### src/rtl/gf180mcu_req_arb2.sv
// Two-requester round-robin arbiter feeding a one-entry registered output stage.
// Optional macro GF180MCU_REQ_ARB2_LOCK_EN adds A1_LOCK/A2_LOCK burst locking.
module gf180mcu_req_arb2 #(
  parameter int DW = 8
) (
  input  logic          CLK,
  input  logic          RST,
  input  logic          A1_VALID,
  input  logic [DW-1:0] A1_DATA,
  output logic          A1_READY,
  input  logic          A2_VALID,
  input  logic [DW-1:0] A2_DATA,
  output logic          A2_READY,
`ifdef GF180MCU_REQ_ARB2_LOCK_EN
  input  logic          A1_LOCK,
  input  logic          A2_LOCK,
`endif
  output logic          Z,
  output logic          Z_VALID,
  output logic [DW-1:0] Z_DATA,
  output logic          Z_SRC,
  input  logic          Z_READY
);

  typedef enum logic {EMPTY = 1'b0, FULL = 1'b1} state_t;

  state_t        state;
  logic          last;
  logic          free;
  logic          grant1;
  logic          grant2;
  logic          accept1;
  logic          accept2;
  logic          acc_any;
  logic          acc_src;
  logic [DW-1:0] acc_data;
  logic          next_last;

  assign Z = A1_VALID | A2_VALID;

  // The slot can take a new payload when empty or when it drains this cycle.
  assign free = (state == EMPTY) | Z_READY;

  // last holds the index of the most recently served requester; the other wins ties.
  assign grant1 = A1_VALID & (~A2_VALID | last);
  assign grant2 = A2_VALID & (~A1_VALID | ~last);

  assign A1_READY = grant1 & free & ~RST;
  assign A2_READY = grant2 & free & ~RST;

  assign accept1  = A1_VALID & A1_READY;
  assign accept2  = A2_VALID & A2_READY;
  assign acc_any  = accept1 | accept2;
  assign acc_src  = accept2;
  assign acc_data = accept2 ? A2_DATA : A1_DATA;

`ifdef GF180MCU_REQ_ARB2_LOCK_EN
  // A locked accept points last at the other source so the same source keeps priority.
  logic acc_lock;
  assign acc_lock  = accept2 ? A2_LOCK : A1_LOCK;
  assign next_last = acc_lock ? ~acc_src : acc_src;
`else
  assign next_last = acc_src;
`endif

  always_ff @(posedge CLK or posedge RST) begin
    if (RST) begin
      state   <= EMPTY;
      Z_VALID <= 1'b0;
      Z_DATA  <= '0;
      Z_SRC   <= 1'b0;
      last    <= 1'b1;
    end else begin
      case (state)
        EMPTY: begin
          if (acc_any) begin
            state   <= FULL;
            Z_VALID <= 1'b1;
            Z_DATA  <= acc_data;
            Z_SRC   <= acc_src;
            last    <= next_last;
          end
        end
        FULL: begin
          if (acc_any) begin
            Z_DATA <= acc_data;
            Z_SRC  <= acc_src;
            last   <= next_last;
          end else if (Z_READY) begin
            state   <= EMPTY;
            Z_VALID <= 1'b0;
          end
        end
        default: begin
          state   <= EMPTY;
          Z_VALID <= 1'b0;
        end
      endcase
    end
  end

endmodule

### config.mk
export PLATFORM = sky130hd
export DESIGN_NAME = gf180mcu_req_arb2
export DESIGN_NICKNAME = d
export VERILOG_FILES = /design/src/rtl/gf180mcu_req_arb2.sv
export SDC_FILE = /design/constraint.sdc
export NUM_CORES = 1
export LEC_CHECK = 0
export BUFFER_PORTS_ARGS = -buffer_cell sky130_fd_sc_hd__buf_4
export CAP_MARGIN = 10
export CORE_MARGIN = 8
export CORE_UTILIZATION = 42
export DETAILED_ROUTE_END_ITERATION = 6
export GPL_TIMING_DRIVEN = 0
export PLACE_DENSITY = 0.76
export SLEW_MARGIN = 20
export SYNTH_ARGS = -nofsm -noshare
export SYNTH_HDL_FRONTEND = slang
export SYNTH_SLANG_ARGS = --single-unit
### constraint.sdc
create_clock -name CLK -period 1.7 [get_ports CLK]
set_clock_uncertainty 0.15 [all_clocks]
set_input_delay 0.085 -clock CLK [delete_from_list [all_inputs] [get_ports CLK]]
set_output_delay 0.085 -clock CLK [all_outputs]
set_load 0.01 [all_outputs]
# After elaboration in Yosys (flattened, before gate mapping)
# Index checks and enable logic that the tools add are counted.
# classes
n_bitwise	18
div_mod_pow	0
n_lt_le_gt_ge	0
n_shift	0
n_eq_ne	3
n_reduce_logical	1
multipliers	0
add_sub_neg	0
mux	11
# op_table
operator	count
2-to-1 mux 8 bit	2
AND 1 bit	8
2-to-1 mux 1 bit	7
!= test 2 bit, second input constant	3
inverter 1 bit	5
bitwise OR 1 bit	5
one-hot mux 1 bit (2 select lines)	2
AND reduction 3 bit	1
# word_totals
reg_bits	12
mem_bits_rw	0
out_inout_bits	13
rom_bits	0
memories	0
latchBits	0
input_bits	21

# Logic depth before layout (Yosys ltp)
# Gate-level depths: netlist of the first run.
# logic_depth
ltp_word	9
mapped_depth	4
ltp_nobuf	3

# Worst setup path after synthesis of the first run
# Ideal clock, no wire load.
# synth_timing
kind	reg-to-reg
from	register last
to	register Z_SRC
synth_period_minus_slack_ns	1.342
setup_slack_ns	0.358
t_arrival_ns	1.068
stages_incl_launch_ff	5
t_required_ns	1.426
path_buffers	1
path_cell_list	dfstp_2 > a21bo_1 > buf_6 > nor3_4 > a211o_1
# synth_between
elab_chain_len	7
# synth_lines
item	line	text
from (decl)	28	logic last;
from (signal assigned)	81	last <= next_last;
from (signal assigned)	88	last <= next_last;
inverter 1 bit *	46	assign grant2 = A2_VALID & (~A1_VALID | ~last);
bitwise OR 1 bit *	46	
AND 1 bit *	46	
AND 1 bit * (2 in a row)	49	assign A2_READY = grant2 & free & ~RST;
via A2_READY	13	output logic A2_READY,
AND 1 bit *	52	assign accept2 = A2_VALID & A2_READY;
2-to-1 mux 1 bit / bitwise OR 1 bit (equally long branches)	76, 85, 53	
to (signal assigned)	80	Z_SRC <= acc_src;
to (signal assigned)	87	Z_SRC <= acc_src;
to (decl)	21	output logic Z_SRC,
# The timed path passes the listed nets; every way through them passes the cells marked *. The select of a mux whose other input is x is not followed.
# A chain may end at the register's enable or synchronous reset.

# Worst setup path after layout of the first run
# layout_timing
from	input A2_VALID
to	output A1_READY
# layout_between
elab_chain_len	5
# layout_lines
item	line	text
from (decl)	11	input logic A2_VALID,
inverter 1 bit	45	assign grant1 = A1_VALID & (~A2_VALID | last);
bitwise OR 1 bit	45	
AND 1 bit	45	
AND 1 bit (2 in a row)	48	assign A1_READY = grant1 & free & ~RST;
to (decl)	10	output logic A1_READY,
# Every way passes these cells.

==> impl_summary.txt, run 1 <==
----------------------------------------------------
[Outcome]
  Status ... finished, violations left
  Violated checks ... negative hold slack

[Floorplan]
  Chip Width ... 54.8 microns
  Placeable core region ... 0.00145 sq mm
  Placement Rows ... 14
  Area enclosed by the die boundary ... 0.00301 sq mm
  Effective utilization at floorplan ... 0.435
  I/O pin cnt ... 34
  Height of the die ... 54.8 microns

[Yosys]
  Number of enable-type register cells in the synthesized netlist ... 0
  Yosys warning total ... 0
  Netlist area before placement ... 633 sq um
  Mean area per synthesized cell ... 12.4 sq um
  Post-synthesis cell count ... 51
  Top-count cell post-synth ... dfrtp_1
  Ranking of synthesized cells by area ... dfrtp_1 (43%), a2bb2oi_1 (11%), o32ai_1 (11%)
  Most used standard cells in the synthesized netlist ... dfrtp_1 (11), a2bb2oi_1 (8), o32ai_1 (8)
  Number of register bits inferred by synthesis ... 12
  Post-synth top area share ... 0.435
  Leading area contributor after synthesis ... dfrtp_1
  Flip-flop cell with the highest count after synthesis ... dfrtp_1
  Count of different cell masters after synthesis ... 23
  Sequential area share after synthesis ... 0.476
  Synth Net Count ... 72
  Synth async-reset ratio ... 1.00

[STA]
  Setup-violating endpoint count in the final report ... 0
  Post-route worst setup slack ... 49.7 ps
  Max-slew violation total from the final report ... 0
  Number of hold violations in the final report ... 1
  Worst max-slew margin expressed relative to the limit ... 0.733
  Final Hold Slack ... -2.51 ps
  RSZ-0062 raised after global routing ... false
  Sum of negative setup slack ... 0 ps
  Maximum clock frequency ... 606 MHz
  Tightest Pin Transition ... 399 ps
  Time the worst path needs with I/O delays and setup ... 1650 ps
  Period utilisation layout ... 0.971

[Placed design]
  Number of cells after detailed placement ... 99
  Global placement routability congestion ... 0.744
  Detailed Place HPWL ... 1350 microns
  Dpl ws ... 293 ps
  Number of buffers added on ports ... 32

[Global route]
  Via count of the first global-routing pass ... 700
  Pin count of the biggest net entering global routing ... 15
  Antenna violations before repair ... 0
  Final global-route overflow total ... 0
  Global router's overall resource usage ... 0.151
  Global-route wire length before repair ... 3220 microns

[Drt]
  Number of iterations in the first detailed-routing pass ... 4
  DRC violation count after routing ... 0
  Average wire per cell in the routed design ... 17.6 microns
  Average vias per placed instance ... 5.48
  Antenna violation net count after detailed routing ... 0
  Iter 0 DRT Violations ... 15
  Overall via count from detail_route ... 647
  Post-Route WL ... 2080 microns

[CTS]
  TritonCTS clock tree ... yes
  Depth of the CTS H-tree ... 1
  Bufs on Longest Clock Path ... 2
  Clock latency at the later pin of the worst-skew pair ... 280 ps
  Clock transition at path regs ... 80 ps
  Clock sinks ... 12
  Num CTS Buffers ... 3
  CTS Root Buffer Type ... clkbuf_4

[Cells and area]
  Synthesis-to-finish area growth ... 71.5%
  Filler cell count ... 95
  Fraction of final layout cells with drive strength greater than 1 ... 0.471
  Finished Layout Cells ... 118
  Number of inserted diodes ... 0
  Final layout net count ... 124

[Power and ir drop]
  Leakage component of the power ... 0.000484 uW
  Combinational share of power ... 0.360
  Part of the total power dissipated in sequential elements ... 0.397
  Switching power of the nets ... 284 uW
  Clock Power Share ... 0.244
  Fraction of power spent switching nets ... 0.296
  P per Cell Area ... 882 mW/mm^2
  Internal power summed over all cells ... 674 uW
  Worst IR Drop VDD ... 0.594 mV

[Setup path]
  Endpoint class of the critical path ... output port
  Arr. time, crit path ... 1420 ps
  CP Launch Type ... input port
  Maximum fanout encountered on the critical timing path ... 9
  Kind of critical path ... input port to output port
  Worst Path Required ... 1460 ps

[Hold path]
  Path category of the worst min-delay check ... input port to register

[Flow run]
  Count of max-cap constraint violations ... 0

----------------------------------------------------
## logic make-up after synthesis
kind of cell,synth area share
flops,0.476
simple gates,0.134
compound gates,0.314
buf+inv,0.0751
## per-stage QoR
| step | total power, uW | utilization | hold slack [ps] | instance area (sq um) |
|---|---|---|---|---|
| after floorplan | 549 | - | -129 | 633 |
| after global placement | 691 | 0.614 | -93.2 | 893 |
| after detailed placement | 698 | 0.614 | -87.2 | 893 |
| after CTS | 959 | 0.743 | 4.89 | 1080 |
| after global routing | 1000 | 0.747 | 35.5 | 1090 |
| final | 958 | 0.747 | -2.51 | 1090 |
## placed cells by master (no fill, tap or decap)
cell | netlist | layout
a21bo_1 | 1 | 1
clkbuf_4 | 0 | 3
nor2_2 | 2 | 2
inv_2 | 1 | 1
nor2b_2 | 1 | 1
buf_4 | 0 | 32
dfrtp_1 | 11 | 11
nand2b_1 | 1 | 1
clkbuf_8 | 0 | 1
buf_12 | 1 | 1
a2bb2oi_1 | 8 | 8
inv_1 | 2 | 2
o21a_1 | 1 | 1
buf_6 | 1 | 1
a211o_1 | 1 | 1
dlygate4sd3_1 | 0 | 15
nor4_2 | 0 | 1
o32ai_1 | 8 | 8
a31oi_1 | 2 | 2
o21ai_1 | 1 | 1
o211ai_1 | 1 | 1
nor2b_4 | 1 | 1
nor3_1 | 1 | 1
buf_2 | 1 | 1
nor3_4 | 2 | 2
a21boi_0 | 1 | 1
dfstp_2 | 1 | 1
## layout make-up
cell class | instances | area, sq um | area share
multi-input cells | 33 | 290 | 0.267
repair buffers | 47 | 390 | 0.359
plain buffers | 3 | 36.3 | 0.0334
inverters | 3 | 11.3 | 0.0104
flip-flops and latches | 12 | 302 | 0.278
well taps | 16 | 20.0 | 0.0184
clock buffers | 4 | 36.3 | 0.0334
## timing repair
item | CTS | global route
setup buffers | 0 | 0
gates resized for setup | 0 | 1
endpoints found under the hold margin | 23 | 0
hold buffers | 15 | 0
setup endpoints to repair | 0 | 1
## registers in the layout (all words and copies together), names as in the netlist
name	flops
Z_VALID	1
last	1
state	1
Z_SRC	1
Z_DATA	8
## power by group through the flow
| stage | combinational, uW | clock (uW) | sequential, uW |
|---|---|---|---|
| after CTS | 342 | 236 | 381 |
| after detailed placement | 312 | 0 | 386 |
| final | 345 | 234 | 380 |
| after global routing | 370 | 243 | 389 |
| after floorplan | 143 | 0 | 406 |
| after global placement | 308 | 0 | 383 |
## routing by layer
layer | vias up | GRT usage | share of wire
met5 | - | 0 | 0
met4 | 0 | 0.115 | 0.045
met3 | 9 | 0.0190 | 0.054
met2 | 20 | 0.257 | 0.54
met1 | 309 | 0.165 | 0.37
li1 | 309 | - | -
## path summary, 6_finish.rpt
path / startpoint / to / slack (ps) / cells after the start
worst max-delay path: A2_VALID / A1_READY / 50 / 6
worst min-delay path: A1_DATA[6] / Z_DATA[6] / -3 / 3
min in group asynchronous: RST / Z_DATA[0] / 220 / 3
max in group asynchronous: RST / last / 900 / 3
worst max register to register: last / Z_DATA[4] / 250 / 4
worst min register to register: Z_VALID / Z_VALID / 350 / 1
## worst max-delay path, stage by stage
cell,delay [ps]
dlygate4sd3_1,530
buf_4,150
nor2b_2,140
buf_2,180
nor4_2,170
buf_4,170
Power figures use the tool's default switching activity.
==> run 2, diff against run 1 <==
- ABC_AREA: not set -> 1
- CORE_ASPECT_RATIO: not set -> 1.2
- CORE_UTILIZATION: 42 -> 44
- PLACE_DENSITY: 0.76 -> 0.77
==> run 2 against run 1 <==
The run still ends with negative hold slack left. Synthesized area is 13% higher. Register-to-register slack better by 30 ps. Cell area is 5.4% higher. Core utilization is 2.3 points lower. Global-route usage is 0.83 points lower. Sequential cell count stayed put. Critical path type unchanged. Largest power group is now combinational logic.
==> impl_summary.txt, run 2 <==
----------------------------------------------------
[Yosys]
  Netlist area before placement ... 713 sq um (was 633 sq um)
  Post-synth top area share ... 0.386 (was 0.435)
  Number of register bits inferred by synthesis ... 12 (unchanged)
  Count of different cell masters after synthesis ... 16 (was 23)
  Synth Net Count ... 116 (was 72)
  Yosys warning total ... 0 (unchanged)
  Synth async-reset ratio ... 1.00 (unchanged)
  Post-synthesis cell count ... 95 (was 51)
  Top-count cell post-synth ... nand2_1 (was dfrtp_1)
  Sequential area share after synthesis ... 0.423 (was 0.476)
  Number of enable-type register cells in the synthesized netlist ... 0 (unchanged)
  Flip-flop cell with the highest count after synthesis ... dfrtp_1 (unchanged)
  Ranking of synthesized cells by area ... dfrtp_1 (39%), nand2_1 (16%), inv_1 (12%) (was dfrtp_1 (43%), a2bb2oi_1 (11%), o32ai_1 (11%))
  Mean area per synthesized cell ... 7.51 sq um (was 12.4 sq um)
  Most used standard cells in the synthesized netlist ... nand2_1 (30), inv_1 (23), dfrtp_1 (11) (was dfrtp_1 (11), a2bb2oi_1 (8), o32ai_1 (8))
  Leading area contributor after synthesis ... dfrtp_1 (unchanged)

[Floorplan]
  I/O pin cnt ... 34 (unchanged)
  Effective utilization at floorplan ... 0.451 (was 0.435)
  Placeable core region ... 0.00158 sq mm (was 0.00145 sq mm)
  Placement Rows ... 16 (was 14)
  Chip Width ... 52.8 microns (was 54.8 microns)
  Height of the die ... 60.1 microns (was 54.8 microns)
  Area enclosed by the die boundary ... 0.00317 sq mm (was 0.00301 sq mm)

[Setup path]
  Largest stage delay on the critical path ... 540 ps (was 530 ps)
  Crit path cell chain ... dlygate4sd3_1 > buf_4 > nor2_8 > nand3_4 > buf_6 > inv_1 > buf_4 (was dlygate4sd3_1 > buf_4 > nor2b_2 > buf_2 > nor4_2 > buf_4)
  Maximum fanout encountered on the critical timing path ... 10 (was 9)
  Kind of critical path ... input port to output port (unchanged)
  CP Launch Type ... input port (unchanged)
  Worst Path Required ... 1460 ps (about the same)
  Most numerous cell on the critical path ... buf_4 (unchanged)
  WP buf/inv ... 5 (was 4)
  Arr. time, crit path ... 1390 ps (was 1420 ps)
  Worst path top cell family by delay ... buffers and inverters (unchanged)
  Max stage delay cell, worst path ... dlygate4sd3_1 (unchanged)
  Endpoint class of the critical path ... output port (unchanged)

[Global route]
  Via count of the first global-routing pass ... 836 (was 700)
  Global-route wire length before repair ... 3470 microns (was 3220 microns)
  Fraction of met1 tracks used by global routing ... 0.143 (was 0.165)
  Global routing met3 resource utilization ... 0.0249 (was 0.0190)
  Final global-route overflow total ... 0 (unchanged)
  Busiest grt layer ... met2 (unchanged)
  Antenna violations before repair ... 0 (unchanged)
  Met2 capacity usage during global routing ... 0.252 (was 0.257)
  Global router's overall resource usage ... 0.142 (was 0.151)
  Pin count of the biggest net entering global routing ... 13 (was 15)

[Placed design]
  Dpl ws ... 283 ps (was 293 ps)
  Number of buffers added on ports ... 33 (was 32)
  Detailed Place HPWL ... 1440 microns (was 1350 microns)
  Number of cells after detailed placement ... 146 (was 99)
  Global placement routability congestion ... 0.713 (was 0.744)

[STA]
  Period utilisation layout ... 0.955 (was 0.971)
  RSZ-0062 raised after global routing ... false (unchanged)
  Maximum clock frequency ... 616 MHz (was 606 MHz)
  Final Hold Slack ... -7.09 ps (was -2.51 ps)
  Worst max-slew margin expressed relative to the limit ... 0.682 (was 0.733)
  Sum of negative setup slack ... 0 ps (unchanged)
  Time the worst path needs with I/O delays and setup ... 1620 ps (was 1650 ps)
  Post-route worst setup slack ... 76.1 ps (was 49.7 ps)
  Setup-violating endpoint count in the final report ... 0 (unchanged)
  Tightest Pin Transition ... 476 ps (was 399 ps)
  Max-slew violation total from the final report ... 0 (unchanged)
  Number of hold violations in the final report ... 2 (was 1)

[Power and ir drop]
  Combinational share of power ... 0.406 (was 0.360)
  Internal power summed over all cells ... 740 uW (was 674 uW)
  Switching power of the nets ... 400 uW (was 284 uW)
  Clock Power Share ... 0.206 (was 0.244)
  Leakage component of the power ... 0.000684 uW (was 0.000484 uW)
  Part of the total power dissipated in sequential elements ... 0.388 (was 0.397)
  Fraction of power spent switching nets ... 0.351 (was 0.296)
  P per Cell Area ... 995 mW/mm^2 (was 882 mW/mm^2)
  Worst IR Drop VDD ... 0.600 mV (was 0.594 mV)

[CTS]
  Num CTS Buffers ... 3 (unchanged)
  Depth of the CTS H-tree ... 1 (unchanged)
  Clock sinks ... 12 (unchanged)
  CTS Root Buffer Type ... clkbuf_4 (unchanged)
  Clock latency at the later pin of the worst-skew pair ... 280 ps (about the same)
  Clock transition at path regs ... 80 ps (about the same)
  Bufs on Longest Clock Path ... 2 (unchanged)
  TritonCTS clock tree ... yes (unchanged)

[Drt]
  Average wire per cell in the routed design ... 13.0 microns (was 17.6 microns)
  Antenna violation net count after detailed routing ... 0 (unchanged)
  Iter 0 DRT Violations ... 7 (was 15)
  DRC violation count after routing ... 0 (unchanged)
  Average vias per placed instance ... 4.79 (was 5.48)
  Overall via count from detail_route ... 776 (was 647)
  Number of iterations in the first detailed-routing pass ... 5 (was 4)
  Post-Route WL ... 2110 microns (was 2080 microns)

[Cells and area]
  Final layout net count ... 166 (was 124)
  Synthesis-to-finish area growth ... 60.5% (was 71.5%)
  Finished Layout Cells ... 162 (was 118)
  Fraction of final layout cells with drive strength greater than 1 ... 0.333 (was 0.471)
  Max reg flops ... 8 (unchanged)
  Final cell utilization of the core ... 0.724 (was 0.747)
  Commonest non-fill, non-tap cells in the layout ... buf_4 (33), nand2_1 (30), inv_1 (23) (was buf_4 (32), dlygate4sd3_1 (15), dfrtp_1 (11))
  Most common cell after layout, fill and taps aside ... buf_4 (unchanged)
  Largest reg by FF count ... Z_DATA (unchanged)
  Number of inserted diodes ... 0 (unchanged)

[Hold path]
  Path category of the worst min-delay check ... input port to register (unchanged)

[Outcome]
  Violated checks ... negative hold slack (unchanged)
  Status ... finished, violations left (unchanged)

[Flow run]
  Count of max-cap constraint violations ... 0 (unchanged)

----------------------------------------------------
[run 2: area by class of cell]
type,instances,area [sq um]
Tap cell,18,22.5
Inverter,25,96.3
Timing Repair Buffer,45,368
Buffer,2,22.5
Clock buffer,4,36.3
Fill cell,143,437
Sequential cell,12,302
Multi-Input combinational cell,56,298
[run 2: what timing repair did]
item,in CTS,in global routing
buffers inserted,0,0
resized for setup,0,1
hold buffers,12,0
endpoints found under the hold margin,19,0
endpoints found under the setup margin,0,1
[run 2: cells by family after synthesis]
family,count (synthesis),synth area share
DFF,12,0.423
buffers and inverters,27,0.167
and+or+nand+nor,53,0.389
AOI/OAI and AO/OA,3,0.0210
[run 2: path summary, 6_finish.rpt]
kind                            start        end  slack, ps  depth (start not counted)
min in group asynchronous         RST      Z_SRC        270                          3
setup / recovery                  RST   A2_READY         80                          7
hold / removal             A2_DATA[2]  Z_DATA[2]         -7                          5
hold reg to reg                 Z_SRC      Z_SRC        340                          2
setup reg to reg                 last  Z_DATA[5]        280                          7
max in group asynchronous         RST       last        780                          3
[run 2: per-stage QoR]
step                power (uW)  cell area (sq um)
detailed placement         881                983
global placement           863                983
floorplan                  656                713
finish                    1140               1140
global route              1210               1140
CTS                       1140               1140
[run 2: power by group through the flow]
stage / combinational, uW / clock [uW] / sequential [uW]
2_1_floorplan: 181 / 0 / 475
3_3_place_gp: 426 / 0 / 438
3_5_place_dp: 437 / 0 / 444
4_1_cts: 461 / 237 / 440
5_1_grt: 509 / 247 / 455
6_report: 463 / 235 / 442
[run 2: metal layers]
metal,routed length [microns],vias up
met5,0,-
met2,1120,29
li1,-,387
met4,55,0
met3,120,5
met1,819,355
[run 2: worst reg2reg max path, delay by kind of cell, from the launching register on]
kind	cells	cell delay, ps
flip-flops	1	560
AND/OR/NAND/NOR	5	460
buffers and inverters	2	130
==> run 3, diff against run 2 <==
- BUFFER_PORTS_ARGS: -buffer_cell sky130_fd_sc_hd__buf_4 -> -buffer_cell sky130_fd_sc_hd__buf_2
==> run 3 against run 2 <==
The flow now finishes without violations. Sequential share of layout area up 1.3 points. Non-clock buffer count up 3. Critical path depth unchanged. Total power down 6.1%. Maximum frequency up 0.30%. Core utilization down 3.3 points. Register-to-register slack about the same. Die area unchanged.
==> impl_summary.txt, run 3 (same netlist as run 2, synthesis figures left out) <==
----------------------------------------------------
[Drt]
  Antenna violation net count after detailed routing ... 0 (unchanged)
  Number of iterations in the first detailed-routing pass ... 4 (was 5)
  Overall via count from detail_route ... 748 (was 776)
  DRC violation count after routing ... 0 (unchanged)
  Iter 0 DRT Violations ... 13 (was 7)
  Average vias per placed instance ... 4.53 (was 4.79)
  Average wire per cell in the routed design ... 11.7 microns (was 13.0 microns)
  Post-Route WL ... 1930 microns (was 2110 microns)

[Floorplan]
  Placement Rows ... 16 (unchanged)
  Height of the die ... 60.1 microns (unchanged)
  Effective utilization at floorplan ... 0.451 (unchanged)
  Area enclosed by the die boundary ... 0.00317 sq mm (unchanged)
  Chip Width ... 52.8 microns (unchanged)
  Placeable core region ... 0.00158 sq mm (unchanged)
  I/O pin cnt ... 34 (unchanged)

[STA]
  RSZ-0062 raised after global routing ... false (unchanged)
  Setup-violating endpoint count in the final report ... 0 (unchanged)
  Period utilisation layout ... 0.952 (was 0.955)
  Max-slew violation total from the final report ... 0 (unchanged)
  Time the worst path needs with I/O delays and setup ... 1620 ps (about the same)
  Maximum clock frequency ... 618 MHz (was 616 MHz)
  Worst max-slew margin expressed relative to the limit ... 0.693 (was 0.682)
  Tightest Pin Transition ... 460 ps (was 476 ps)
  Post-route worst setup slack ... 80.9 ps (was 76.1 ps)
  Sum of negative setup slack ... 0 ps (unchanged)
  Number of hold violations in the final report ... 0 (was 2)

[Cells and area]
  Synthesis-to-finish area growth ... 53.2% (was 60.5%)
  Filler cell count ... 138 (was 143)
  Number of inserted diodes ... 0 (unchanged)
  Final layout net count ... 169 (was 166)
  Finished Layout Cells ... 165 (was 162)
  Commonest non-fill, non-tap cells in the layout ... buf_2 (33), nand2_1 (30), inv_1 (23) (was buf_4 (33), nand2_1 (30), inv_1 (23))
  Largest reg by FF count ... Z_DATA (unchanged)
  Layout Cell Area excl Fill ... 0.00109 sq mm (was 0.00114 sq mm)
  Fraction of final layout cells with drive strength greater than 1 ... 0.327 (was 0.333)
  Most common cell after layout, fill and taps aside ... buf_2 (was buf_4)
  Max reg flops ... 8 (unchanged)

[Global route]
  Via count of the first global-routing pass ... 768 (was 836)
  Pin count of the biggest net entering global routing ... 13 (unchanged)
  Global-route wire length before repair ... 3270 microns (was 3470 microns)
  Final global-route overflow total ... 0 (unchanged)
  Global router's overall resource usage ... 0.136 (was 0.142)
  Antenna violations before repair ... 0 (unchanged)

[Setup path]
  Arr. time, crit path ... 1380 ps (was 1390 ps)
  Worst Path Required ... 1460 ps (about the same)
  Cell count of the worst reg-to-reg path ... 7 (unchanged)
  Reg-to-reg endpoint ... Z_DATA[1] (was Z_DATA[5])
  Maximum fanout encountered on the critical timing path ... 10 (unchanged)
  CP Launch Type ... input port (unchanged)
  Kind of critical path ... input port to output port (unchanged)
  Start point of the critical path ... RST (unchanged)
  Reg-to-reg slack, setup ... 290 ps (was 280 ps)
  Reg-to-reg startpoint ... state (was last)
  Endpoint class of the critical path ... output port (unchanged)

[Power and ir drop]
  P per Cell Area ... 980 mW/mm^2 (was 995 mW/mm^2)
  Combinational share of power ... 0.374 (was 0.406)
  Fraction of power spent switching nets ... 0.359 (was 0.351)
  Part of the total power dissipated in sequential elements ... 0.406 (was 0.388)
  Worst IR Drop VDD ... 0.516 mV (was 0.600 mV)
  Leakage component of the power ... 0.000670 uW (was 0.000684 uW)
  Clock Power Share ... 0.220 (was 0.206)
  Switching power of the nets ... 384 uW (was 400 uW)
  Internal power summed over all cells ... 686 uW (was 740 uW)

[CTS]
  Bufs on Longest Clock Path ... 2 (unchanged)
  Depth of the CTS H-tree ... 1 (unchanged)
  Clock latency at the later pin of the worst-skew pair ... 280 ps (about the same)
  Clock transition at path regs ... 80 ps (about the same)
  TritonCTS clock tree ... yes (unchanged)
  Num CTS Buffers ... 3 (unchanged)
  CTS Root Buffer Type ... clkbuf_4 (unchanged)
  Clock sinks ... 12 (unchanged)

[Hold path]
  Worst hold path depth ... 5 (unchanged)
  Worst Hold Path EP ... Z_DATA[2] (unchanged)
  Worst Min Path Start ... A2_DATA[2] (unchanged)
  Path category of the worst min-delay check ... input port to register (unchanged)

[Placed design]
  Number of cells after detailed placement ... 146 (unchanged)
  Instance area after placement ... 901 sq um (was 983 sq um)
  Dpl ws ... 296 ps (was 283 ps)
  Global placement routability congestion ... 0.725 (was 0.713)
  Number of buffers added on ports ... 33 (unchanged)
  Detailed Place HPWL ... 1410 microns (was 1440 microns)

[Flow run]
  Count of max-cap constraint violations ... 0 (unchanged)

[Outcome]
  Status ... finished, final reports clean (was finished, violations left)

----------------------------------------------------
-- run 3: cell count changes in the layout (fill, tap and decap cells not counted), sizes merged --
cell,before,now
dlygate4sd3,12,15
-- run 3: final cells by class --
cell class                 count  area (sq um)  share of cell area
buffer                         2          22.5              0.0206
timing repair buffer          48           315               0.289
sequential                    12           302               0.276
inverter                      25          96.3              0.0882
tap                           18          22.5              0.0206
clock buffer                   4          36.3              0.0332
multi-input combinational     56           298               0.273
-- run 3: worst max path at each step --
| stage | slack, ps | depth (start not counted) | endpoint |
|---|---|---|---|
| floorplan | 410 | 6 | Z_DATA[0] |
| global placement | 320 | 6 | Z_DATA[4] |
| detailed placement | 300 | 6 | Z_DATA[5] |
| CTS | 30 | 5 | A2_READY |
| global route | 20 | 7 | A2_READY |
| finish | 80 | 7 | A2_READY |
-- run 3: power groups by stage --
stage,logic (uW),clock network (uW),registers (uW)
2_1_floorplan,181,0,475
3_3_place_gp,366,0,434
3_5_place_dp,378,0,438
4_1_cts,405,240,433
5_1_grt,445,254,448
6_report,400,236,435
-- run 3: what timing repair did --
action | in CTS | in global routing
hold buffers | 15 | 0
setup endpoints to repair | 0 | 1
resized for setup | 0 | 1
hold endpoints to repair | 20 | 0
setup buffers | 0 | 0
-- run 3: layer usage --
layer  part of all wire  global-route usage
met1               0.37               0.132
met4              0.028               0.100
met5                  0                   0
met3              0.056              0.0348
met2               0.54               0.235
-- run 3: worst max-delay path, cell delays in order --
cell	delay (ps)
dlygate4sd3_1	530
buf_2	170
nor2_8	160
nand3_4	110
buf_6	160
inv_1	50
buf_2	120
-- run 3: per-stage QoR --
stage | power (uW) | hold slack [ps] | util
final | 1070 | 14.1 | 0.691
after global routing | 1150 | 10.5 | 0.691
after CTS | 1080 | 9.51 | 0.688
after detailed placement | 816 | 31.3 | 0.570
after global placement | 800 | 22.4 | 0.570
after floorplan | 656 | -201 | -
